$ cat src/rtl/alu_pkg.sv
// Shared definitions for the ALU sequencing front end.
//   DATA_W / FLAGS_W : operand/result width and flag-vector width
//   FLG_*            : bit positions inside the packed {S, ZR, CY, P, V} flag vector
//   ctrl_state_e     : alu_ctrl FSM encoding
package alu_pkg;

  localparam int unsigned DATA_W  = 16;
  localparam int unsigned FLAGS_W = 5;

  localparam int unsigned FLG_S  = 4;
  localparam int unsigned FLG_ZR = 3;
  localparam int unsigned FLG_CY = 2;
  localparam int unsigned FLG_P  = 1;
  localparam int unsigned FLG_V  = 0;

  typedef enum logic [1:0] {
    StIdle,
    StDrive,
    StCapture
  } ctrl_state_e;

endpackage

$ cat src/rtl/alu_res_fifo.sv
// Result FIFO for alu_ctrl: synchronous, count-based full/empty, fall-through head.
//   clk_i, rst_ni    : clock, asynchronous active-low reset
//   push_i, wdata_i  : write request and data (ignored when full)
//   pop_i            : remove head (ignored when empty)
//   rdata_o          : head entry, forced to zero while empty
//   empty_o, full_o  : occupancy status
module alu_res_fifo
  import alu_pkg::*;
#(
  parameter int unsigned DEPTH = 4,
  parameter int unsigned WIDTH = DATA_W + FLAGS_W
) (
  input  logic             clk_i,
  input  logic             rst_ni,
  input  logic             push_i,
  input  logic [WIDTH-1:0] wdata_i,
  input  logic             pop_i,
  output logic [WIDTH-1:0] rdata_o,
  output logic             empty_o,
  output logic             full_o
);

  localparam int unsigned PtrW = (DEPTH > 1) ? $clog2(DEPTH) : 1;
  localparam int unsigned CntW = PtrW + 1;

  logic [WIDTH-1:0] mem_q [DEPTH];
  logic [PtrW-1:0]  wr_ptr_q, wr_ptr_d;
  logic [PtrW-1:0]  rd_ptr_q, rd_ptr_d;
  logic [CntW-1:0]  count_q, count_d;
  logic             do_push, do_pop;

  assign empty_o = (count_q == '0);
  assign full_o  = (count_q == CntW'(DEPTH));
  assign do_push = push_i & ~full_o;
  assign do_pop  = pop_i & ~empty_o;

  // DEPTH is a power of two, so the pointers wrap by plain overflow.
  always_comb begin
    wr_ptr_d = wr_ptr_q;
    rd_ptr_d = rd_ptr_q;
    count_d  = count_q;
    if (do_push) wr_ptr_d = wr_ptr_q + PtrW'(1);
    if (do_pop)  rd_ptr_d = rd_ptr_q + PtrW'(1);
    case ({do_push, do_pop})
      2'b10:   count_d = count_q + CntW'(1);
      2'b01:   count_d = count_q - CntW'(1);
      default: count_d = count_q;
    endcase
  end

  always_ff @(posedge clk_i or negedge rst_ni) begin
    if (!rst_ni) begin
      wr_ptr_q <= '0;
      rd_ptr_q <= '0;
      count_q  <= '0;
    end else begin
      wr_ptr_q <= wr_ptr_d;
      rd_ptr_q <= rd_ptr_d;
      count_q  <= count_d;
    end
  end

  // Storage needs no reset: the head is masked to zero while empty.
  always_ff @(posedge clk_i) begin
    if (do_push) mem_q[wr_ptr_q] <= wdata_i;
  end

  assign rdata_o = empty_o ? '0 : mem_q[rd_ptr_q];

endmodule

$ cat src/rtl/alu_ctrl.sv
// Sequencing front end for the 16-bit combinational ALU.
// Accepts operand pairs, holds them on the ALU inputs for SETTLE cycles, captures
// {Z, flags} into a result FIFO, and keeps an operation counter and sticky flags.
//   clk_i, rst_ni                  : clock, asynchronous active-low reset
//   in_valid_i/in_ready_o          : operand handshake, operands in_x_i / in_y_i
//   alu_x_o, alu_y_o               : registered drive to the ALU
//   alu_z_i, alu_flags_i           : ALU result and {S, ZR, CY, P, V}
//   out_valid_o/out_ready_i        : result handshake, head in out_z_o / out_flags_o
//   op_count_o                     : completed captures, wrapping
//   sticky_flags_o, sticky_clr_i   : OR of captured flags, synchronous clear
module alu_ctrl
  import alu_pkg::*;
#(
  parameter int unsigned SETTLE = 1,
  parameter int unsigned DEPTH  = 4
) (
  input  logic               clk_i,
  input  logic               rst_ni,
  input  logic               in_valid_i,
  output logic               in_ready_o,
  input  logic [DATA_W-1:0]  in_x_i,
  input  logic [DATA_W-1:0]  in_y_i,
  output logic [DATA_W-1:0]  alu_x_o,
  output logic [DATA_W-1:0]  alu_y_o,
  input  logic [DATA_W-1:0]  alu_z_i,
  input  logic [FLAGS_W-1:0] alu_flags_i,
  output logic               out_valid_o,
  input  logic               out_ready_i,
  output logic [DATA_W-1:0]  out_z_o,
  output logic [FLAGS_W-1:0] out_flags_o,
  output logic [15:0]        op_count_o,
  output logic [FLAGS_W-1:0] sticky_flags_o,
  input  logic               sticky_clr_i
);

  localparam logic [3:0] SettleInit = 4'(SETTLE - 1);

  ctrl_state_e state_q, state_d;

  logic [DATA_W-1:0]  alu_x_q, alu_x_d;
  logic [DATA_W-1:0]  alu_y_q, alu_y_d;
  logic [3:0]         settle_cnt_q, settle_cnt_d;
  logic [15:0]        op_count_q, op_count_d;
  logic [FLAGS_W-1:0] sticky_q, sticky_d;

  logic accept;
  logic capture;
  logic fifo_full;
  logic fifo_empty;
  logic [DATA_W+FLAGS_W-1:0] fifo_rdata;

  // FSM: state register
  always_ff @(posedge clk_i or negedge rst_ni) begin
    if (!rst_ni) begin
      state_q <= StIdle;
    end else begin
      state_q <= state_d;
    end
  end

  // FSM: next state
  always_comb begin
    state_d = state_q;
    unique case (state_q)
      StIdle:    if (accept) state_d = StDrive;
      StDrive:   if (settle_cnt_q == '0) state_d = StCapture;
      StCapture: state_d = StIdle;
      default:   state_d = StIdle;
    endcase
  end

  // FSM: outputs. Intake is refused while full, so CAPTURE always finds space.
  always_comb begin
    in_ready_o = 1'b0;
    capture    = 1'b0;
    unique case (state_q)
      StIdle:    in_ready_o = ~fifo_full;
      StDrive:   in_ready_o = 1'b0;
      StCapture: capture    = 1'b1;
      default:   in_ready_o = 1'b0;
    endcase
  end

  assign accept = in_valid_i & in_ready_o;

  // Datapath next state
  always_comb begin
    alu_x_d      = alu_x_q;
    alu_y_d      = alu_y_q;
    settle_cnt_d = settle_cnt_q;
    op_count_d   = op_count_q;
    sticky_d     = sticky_q;

    if (accept) begin
      alu_x_d      = in_x_i;
      alu_y_d      = in_y_i;
      settle_cnt_d = SettleInit;
    end else if ((state_q == StDrive) && (settle_cnt_q != '0)) begin
      settle_cnt_d = settle_cnt_q - 4'd1;
    end

    if (capture) op_count_d = op_count_q + 16'd1;

    // Clear takes effect before the OR, so a coincident capture survives it.
    if (sticky_clr_i) sticky_d = '0;
    if (capture)      sticky_d = sticky_d | alu_flags_i;
  end

  always_ff @(posedge clk_i or negedge rst_ni) begin
    if (!rst_ni) begin
      alu_x_q      <= '0;
      alu_y_q      <= '0;
      settle_cnt_q <= '0;
      op_count_q   <= '0;
      sticky_q     <= '0;
    end else begin
      alu_x_q      <= alu_x_d;
      alu_y_q      <= alu_y_d;
      settle_cnt_q <= settle_cnt_d;
      op_count_q   <= op_count_d;
      sticky_q     <= sticky_d;
    end
  end

  alu_res_fifo #(
    .DEPTH(DEPTH),
    .WIDTH(DATA_W + FLAGS_W)
  ) u_res_fifo (
    .clk_i   (clk_i),
    .rst_ni  (rst_ni),
    .push_i  (capture),
    .wdata_i ({alu_z_i, alu_flags_i}),
    .pop_i   (out_ready_i),
    .rdata_o (fifo_rdata),
    .empty_o (fifo_empty),
    .full_o  (fifo_full)
  );

  assign alu_x_o        = alu_x_q;
  assign alu_y_o        = alu_y_q;
  assign out_valid_o    = ~fifo_empty;
  assign out_z_o        = fifo_rdata[DATA_W+FLAGS_W-1:FLAGS_W];
  assign out_flags_o    = fifo_rdata[FLAGS_W-1:0];
  assign op_count_o     = op_count_q;
  assign sticky_flags_o = sticky_q;

endmodule

$ cat config.mk
export PLATFORM = sky130hd
export DESIGN_NAME = alu_ctrl
export DESIGN_NICKNAME = d
export VERILOG_FILES = /design/src/rtl/alu_pkg.sv /design/src/rtl/alu_res_fifo.sv /design/src/rtl/alu_ctrl.sv
export SDC_FILE = /design/constraint.sdc
export NUM_CORES = 1
export LEC_CHECK = 0
export BUFFER_PORTS_ARGS = -buffer_cell sky130_fd_sc_hd__buf_2
export CELL_PAD_IN_SITES_DETAIL_PLACEMENT = 1
export CELL_PAD_IN_SITES_GLOBAL_PLACEMENT = 1
export CORE_MARGIN = 2
export CORE_UTILIZATION = 29
export DETAILED_ROUTE_END_ITERATION = 10
export GPL_TIMING_DRIVEN = 0
export HOLD_SLACK_MARGIN = 0.08
export PLACE_DENSITY = 0.53
export SLEW_MARGIN = 20
export SYNTH_ARGS = -nofsm -noshare
export SYNTH_HDL_FRONTEND = slang
export SYNTH_SLANG_ARGS = --single-unit
$ cat constraint.sdc
create_clock -name clk_i -period 2.77 [get_ports clk_i]
set_input_delay 0.1385 -clock clk_i [delete_from_list [all_inputs] [get_ports clk_i]]
set_output_delay 0.1385 -clock clk_i [all_outputs]
set_load 0.01 [all_outputs]
==> impl_results.md, run 1 <==
- Tightest Pin Transition: 0.748 ns
- Vias per inst: 4.34
- Hold WC Path Type: input port to register
- DIE AREA: 22,000 um2
- Number of buffers created by CTS: 17
- FILL cells: 2,091
- Net Sw Power: 0.00261 W
- Count of warnings emitted by yosys: 0
- H-tree Lvls: 4
- Post-DRT Antenna Nets: 0
- Placer congestion estimate: 0.685
- Initial Util: 29.7%
- Final period util: 83.7%
- Antenna Cells: 0
- Final worst slack: 0.453 ns
- Achievable Freq: 432 MHz
- GRT Residual Overflow: 0
- Post-Layout Inst Area: 8180 um2
- RSZ-0062 raised after global routing: no
- Drt initial violations: 143
- Mapped Area: 6050 um2
- Layout cell share with drive strength beyond 1: 40.1%
- Post-Synth XOR/XNOR Area: 3.47%
- Clock buffer depth: 2
- WP data arrival: 2.18 ns
- Wire per inst: 16.3 um
- Commonest cells after routing, fill and taps aside: 136 x buf_2, 84 x edfxtp_1, 66 x dfrtp_1
- Final Max Tran Viols: 0
- Die W: 148 um
- Vias in the first global route: 4,103
- Synth Area in Adders: 1.98%
- Dpl ws: 0.551 ns
- Mux contribution to synthesized area: 15.2%
- Die Y: 148 um
- IO Pins: 134
- First-pass GRT wire length: 22.1 mm
- # Post-CTS Setup Buffers: 0
- Complex-gate fraction of the synthesized area: 1.01%
- Unique masters post-synth: 36
- Leak: 3.40 nW
- Max Clock Skew: 0.0118 ns
- VDD IR max: 0.545 mV
- Final Hold Fails: 0
- Resize count post-CTS: 0
- Power Internal: 0.00558 W
- DRC Markers: 0
- FP Rows: 52
- CTS sink count: 150
- MaxCap Viol Count: 0
- Setup TNS: 0 ns
- Finish-stage setup viols: 0
- Sequential area share after synthesis: 69.0%
- CTS tree: done
- Clk root buf: clkbuf_16
- Std-Cell Core Area: 20,400 um2
- Clock period minus worst slack: 2.32 ns
- Reg clk slew, reported paths: 0.06 ns
- Skew-Pair Late Insertion Delay: 0.42 ns
- Via count: 3,645
- Crit path kind: register to primary output
- Syn_nets: 414
- Buffers on Ports: 133
- Slew margin rel.: 50.2%
- Synth Register Bits: 150
- Placed cell areas: 7090 um2
- Outcome: completed
- Drt total wl: 13.7 mm
- Power share of the combinational group: 35.4%
- Largest net degree at the start of global routing: 52
- Initial antenna violation count: 0
- Syn avg cell area: 17.4 um2
- Simple-gate portion of the synthesized area: 6.72%
- Mapped Cells: 347
- Largest family of logic cells by synthesized area: multiplexers
- Critical Path RT: 2.63 ns
- Crit-path max FO: 10
- Clk network pwr share: 25.6%
- DP Wirelength: 8.82 mm
- Pre-antenna DRT Iters: 4
- GRT Resource Usage Total: 13.2%
- Startpoint type of the worst setup path: register
- Sw Share: 31.8%
- Final nets: 623
- Pwr/cell area: 1000 nW/um2
- Layout Area Growth over Synthesis: 35.1%
- Leading cell type in the layout, fill and taps excluded: buf_2
- CP Capture Type: primary output
- Flop pwr share: 39.0%
-- cells in the mapped netlist (all sizes together) --
cell type   n  share of area [%]
a211oi      1               0.21
and2       27                2.8
inv        13               0.81
nand2b      2               0.21
fa          1               0.33
or3b        1               0.14
and4        4               0.58
nor2        6               0.41
nand3       7               0.58
buf        11                1.7
mux4       21                7.8
xor2        7                1.0
or3         1               0.10
o21ai       6               0.50
clkbuf      3               0.19
mux2i       1               0.17
dfrtp      66                 27
nor2b       3               0.31
ha          8                1.7
nand2      16               0.99
xnor2      17                2.5
mux2       32                7.2
edfxtp     84                 42
a21oi       2               0.17
nand4       3               0.31
and3        2               0.21
nor3        1              0.083
a311oi      1               0.14
-- power groups by stage --
stage          clock network [W]  registers (W)  logic (W)
6_report                 0.00210        0.00319    0.00290
3_5_place_dp                   0        0.00321    0.00291
2_1_floorplan                  0        0.00332    0.00172
4_1_cts                  0.00216        0.00319    0.00298
5_1_grt                  0.00228        0.00326    0.00318
3_3_place_gp                   0        0.00320    0.00284
-- per-stage QoR --
stage | utilization [%] | total power (W) | hold slack [ns] | instances
after floorplan | - | 0.00504 | -0.157 | 347
after global placement | 34.6 | 0.00603 | 0.352 | 750
after detailed placement | 34.8 | 0.00613 | 0.0310 | 751
after CTS | 40.2 | 0.00834 | 0.113 | 839
after global routing | 40.2 | 0.00871 | 0.137 | 839
final | 40.2 | 0.00819 | 0.109 | 839
-- final cells by class --
type                    instances  area (um2)  area share (%)
clock buffers                  21         454            5.55
inverters                      13        48.8           0.597
repair buffers                190        1260            15.4
well taps                     270         338            4.13
flip-flops and latches        150        4170            51.0
plain buffers                  14         113            1.38
multi-input cells             170        1720            21.0
clock inverters                11        73.8           0.903
-- layer usage --
metal	global-route usage, %	vias to the layer above	routed length (um)
met5	0	-	0
met4	4.29	0	153
met3	4.66	12	888
met2	22.9	120	7010
met1	15.3	1835	5650
li1	-	1678	-
-- state kept, by name, summed over array words and instances (netlist names) --
signal and count:
u_res_fifo.mem_q 84, alu_x_o 16, alu_y_o 16, op_count_o 16, sticky_flags_o 5, settle_cnt_q 4
u_res_fifo.count_q 3, state_q 2, u_res_fifo.rd_ptr_q 2, u_res_fifo.wr_ptr_q 2
-- worst max-delay path, stage by stage, from the launching register on --
cell     delay, ns
dfrtp_1       0.32
buf_2         0.18
buf_2         0.37
mux4_2        0.55
and2_1        0.19
buf_2         0.14
-- path summary, 6_finish.rpt --
kind / start / endpoint / slack (ns) / depth (start not counted)
hold reg to reg: op_count_o[15]$_DFFE_PN0N_ / op_count_o[15]$_DFFE_PN0N_ / 0.47 / 1
setup / recovery: u_res_fifo.rd_ptr_q[0]$_DFFE_PN0P_ / out_z_o[10] / 0.45 / 5
max in group asynchronous: rst_ni / u_res_fifo.rd_ptr_q[0]$_DFFE_PN0P_ / 2.09 / 3
min in group asynchronous: rst_ni / alu_y_o[3]$_DFFE_PN0P_ / 0.14 / 2
setup reg to reg: state_q[0]$_DFFE_PN0P_ / u_res_fifo.mem_q[1][20]$_DFFE_PP_ / 0.60 / 3
hold / removal: out_ready_i / u_res_fifo.rd_ptr_q[0]$_DFFE_PN0P_ / 0.11 / 3
-- logic make-up after synthesis --
logic type | Yosys count
fa+ha+maj | 9
simple gates | 73
xor+xnor | 24
mux | 54
buf+inv | 27
compound gates | 10
flops | 150
-- what timing repair did --
action                                  CTS  global route
endpoints found under the setup margin    0             0
hold buffers                             56             0
hold endpoints to repair                187             0
(Power assumes the default switching activity.)
==> run 2: changes to the inputs <==
==> constraint.sdc (replaced) <==
create_clock -name clk_i -period 2.2 [get_ports clk_i]
set_input_delay 0.11 -clock clk_i [delete_from_list [all_inputs] [get_ports clk_i]]
set_output_delay 0.11 -clock clk_i [all_outputs]
set_load 0.01 [all_outputs]
==> run 2 against run 1 <==
Effect of this change:
- register-to-register slack worse by 0.41 ns
- first-iteration DRC count is 5.6% lower
- die area stayed put
- routed wire length is 0.18% higher
- clock power is 26% higher
- sequential power is 26% higher
- sequential share of layout area is 0.21 points lower
- total power is 27% higher
- worst setup slack worse by 0.35 ns
- highest routed layer unchanged
==> impl_results.md, run 2 (same netlist as run 1, synthesis figures left out) <==
- Outcome: completed (unchanged)
- Antenna Cells: 0 (unchanged)
- Vias per inst: 4.34 (unchanged)
- Max Clock Skew: 0.0118 ns (about the same)
- CP top delay family: buffers and inverters (unchanged)
- Final Max Tran Viols: 0 (unchanged)
- Critical Path RT: 2.09 ns (was 2.63 ns)
- Total power: 0.0104 W (was 0.00819 W)
- Placed cell areas: 7090 um2 (unchanged)
- Final nets: 623 (unchanged)
- Buffers on Ports: 133 (unchanged)
- Commonest cells after routing, fill and taps aside: 137 x buf_2, 84 x edfxtp_1, 66 x dfrtp_1 (was 136 x buf_2, 84 x edfxtp_1, 66 x dfrtp_1)
- FP Rows: 52 (unchanged)
- VDD IR max: 0.687 mV (was 0.545 mV)
- Largest register FFs: 84 (unchanged)
- Placer congestion estimate: 0.685 (unchanged)
- Initial Util: 29.7% (unchanged)
- GRT Resource Usage Total: 13.2% (about the same)
- Initial antenna violation count: 0 (unchanged)
- Crit path kind: register to primary output (unchanged)
- Post-DRT Antenna Nets: 0 (unchanged)
- CP Capture Type: primary output (unchanged)
- H-tree Lvls: 4 (unchanged)
- Achievable Freq: 478 MHz
- MaxCap Viol Count: 0 (unchanged)
- Post-Layout Inst Area: 8210 um2 (was 8180 um2)
- Layout Area Growth over Synthesis: 35.7% (was 35.1%)
- Clk root buf: clkbuf_16 (unchanged)
- Reg clk slew, reported paths: 0.06 ns (about the same)
- Drt initial violations: 135 (was 143)
- Tightest Pin Transition: 0.635 ns (was 0.748 ns)
- Die Y: 148 um (unchanged)
- GRT Residual Overflow: 0 (unchanged)
- Std-Cell Core Area: 20,400 um2 (unchanged)
- Drt total wl: 13.7 mm (about the same)
- Startpoint type of the worst setup path: register (unchanged)
- Via count: 3,645 (unchanged)
- Crit-path max FO: 10 (unchanged)
- Buf+Inv Stages, Crit Path: 3 (unchanged)
- Hold WC Path Type: input port to register (unchanged)
- Leading cell type in the layout, fill and taps excluded: buf_2 (unchanged)
- RSZ-0062 raised after global routing: yes (was no)
- Pwr/cell area: 1260 nW/um2 (was 1000 nW/um2)
- WP data arrival: 1.98 ns (was 2.18 ns)
- Finish-stage setup viols: 0 (unchanged)
- Setup TNS: 0 ns (unchanged)
- Final period util: 95.1%
- CTS tree: done (unchanged)
- Number of buffers created by CTS: 17 (unchanged)
- Layout cell share with drive strength beyond 1: 40.8% (was 40.1%)
- Clock period minus worst slack: 2.09 ns
- Die W: 148 um (unchanged)
- IO Pins: 134 (unchanged)
- Slowest CP cell: mux4_2 (unchanged)
- Top reg by flops: u_res_fifo.mem_q (unchanged)
- Final non-filler cell total: 839 (unchanged)
- Leak: 3.41 nW (was 3.40 nW)
- DIE AREA: 22,000 um2 (unchanged)
- Placed cell count: 751 (unchanged)
- First-pass GRT wire length: 22.0 mm (was 22.1 mm)
- Largest net degree at the start of global routing: 52 (unchanged)
- Clock buffer depth: 2 (unchanged)
- Wire per inst: 16.4 um (was 16.3 um)
- Worst-path cell chain: buf_2 -> buf_12 -> mux4_2 -> and2_1 -> buf_2 (was buf_2 -> buf_2 -> mux4_2 -> and2_1 -> buf_2)
- # Post-CTS Setup Buffers: 0 (unchanged)
- CP dominant cell by count: buf_2 (unchanged)
- Final Hold Fails: 0 (unchanged)
- DP Wirelength: 8.82 mm (unchanged)
- DRC Markers: 0 (unchanged)
- CTS sink count: 150 (unchanged)
- Skew-Pair Late Insertion Delay: 0.42 ns (about the same)
- Max stage delay on crit path: 0.50 ns (was 0.55 ns)
- Vias in the first global route: 4,093 (was 4,103)
- Pre-antenna DRT Iters: 4 (unchanged)
- Slew margin rel.: 57.7% (was 50.2%)
-- run 2: metrics by stage --
step                      utilization [%]  setup WS (ns)  hold slack (ns)
after floorplan                         -          0.278           -0.186
after global placement               34.6         -0.379            0.323
after detailed placement             34.8        -0.0193          0.00253
after CTS                            40.2         0.0277           0.0847
after global routing                 40.3       -0.00300            0.108
final                                40.3          0.107           0.0791
-- run 2: layer usage --
metal / track usage, % / routed length [um] / up-vias
met2: 22.8 / 7030 / 118
li1: - / - / 1679
met4: 4.29 / 151 / 0
met3: 4.66 / 873 / 12
met1: 15.3 / 5680 / 1836
met5: 0 / 0 / -
-- run 2: area by class of cell --
cell class                 instances  area (um2)
fill                            2090       12200
multi-input combinational        170        1730
inverter                          13        48.8
tap                              270         338
clock inverter                    11        73.8
buffer                            14         138
timing repair buffer             190        1260
sequential                       150        4170
clock buffer                      21         454
-- run 2: worst register-to-register path, cell delays in order, from the launching register on --
cell and delay (ns):
dfrtp_1 0.43, or3_4 0.42, and2_1 0.21, ha_1 0.23, inv_1 0.08, fa_1 0.17, xor2_1 0.15, nor2_1 0.06
xor2_1 0.14
-- run 2: final timing paths --
kind	slack (ns)	from	to	depth (start not counted)
worst max-delay path	0.11	u_res_fifo.rd_ptr_q[0]$_DFFE_PN0P_	out_z_o[10]	5
worst min-delay path	0.08	out_ready_i	u_res_fifo.rd_ptr_q[0]$_DFFE_PN0P_	3
worst max register to register	0.19	u_res_fifo.count_q[0]$_DFFE_PN0P_	u_res_fifo.count_q[2]$_DFFE_PN0P_	8
worst min register to register	0.47	op_count_o[15]$_DFFE_PN0N_	op_count_o[15]$_DFFE_PN0N_	1
max in group asynchronous	1.54	rst_ni	u_res_fifo.rd_ptr_q[1]$_DFFE_PN0P_	3
min in group asynchronous	0.12	rst_ni	alu_y_o[3]$_DFFE_PN0P_	2
-- run 2: timing repair --
item | in CTS | in global routing
hold endpoints to repair | 187 | 0
hold buffers | 56 | 0
gates resized for setup | 6 | 4
setup endpoints to repair | 81 | 7
-- run 2: power by group --
part	switching, W	internal (W)	leakage [nW]
sequential	0.000361	0.00366	1.58
clock	0.00116	0.00149	0.262
combinational	0.00178	0.00194	1.57
total	0.00329	0.00708	3.41
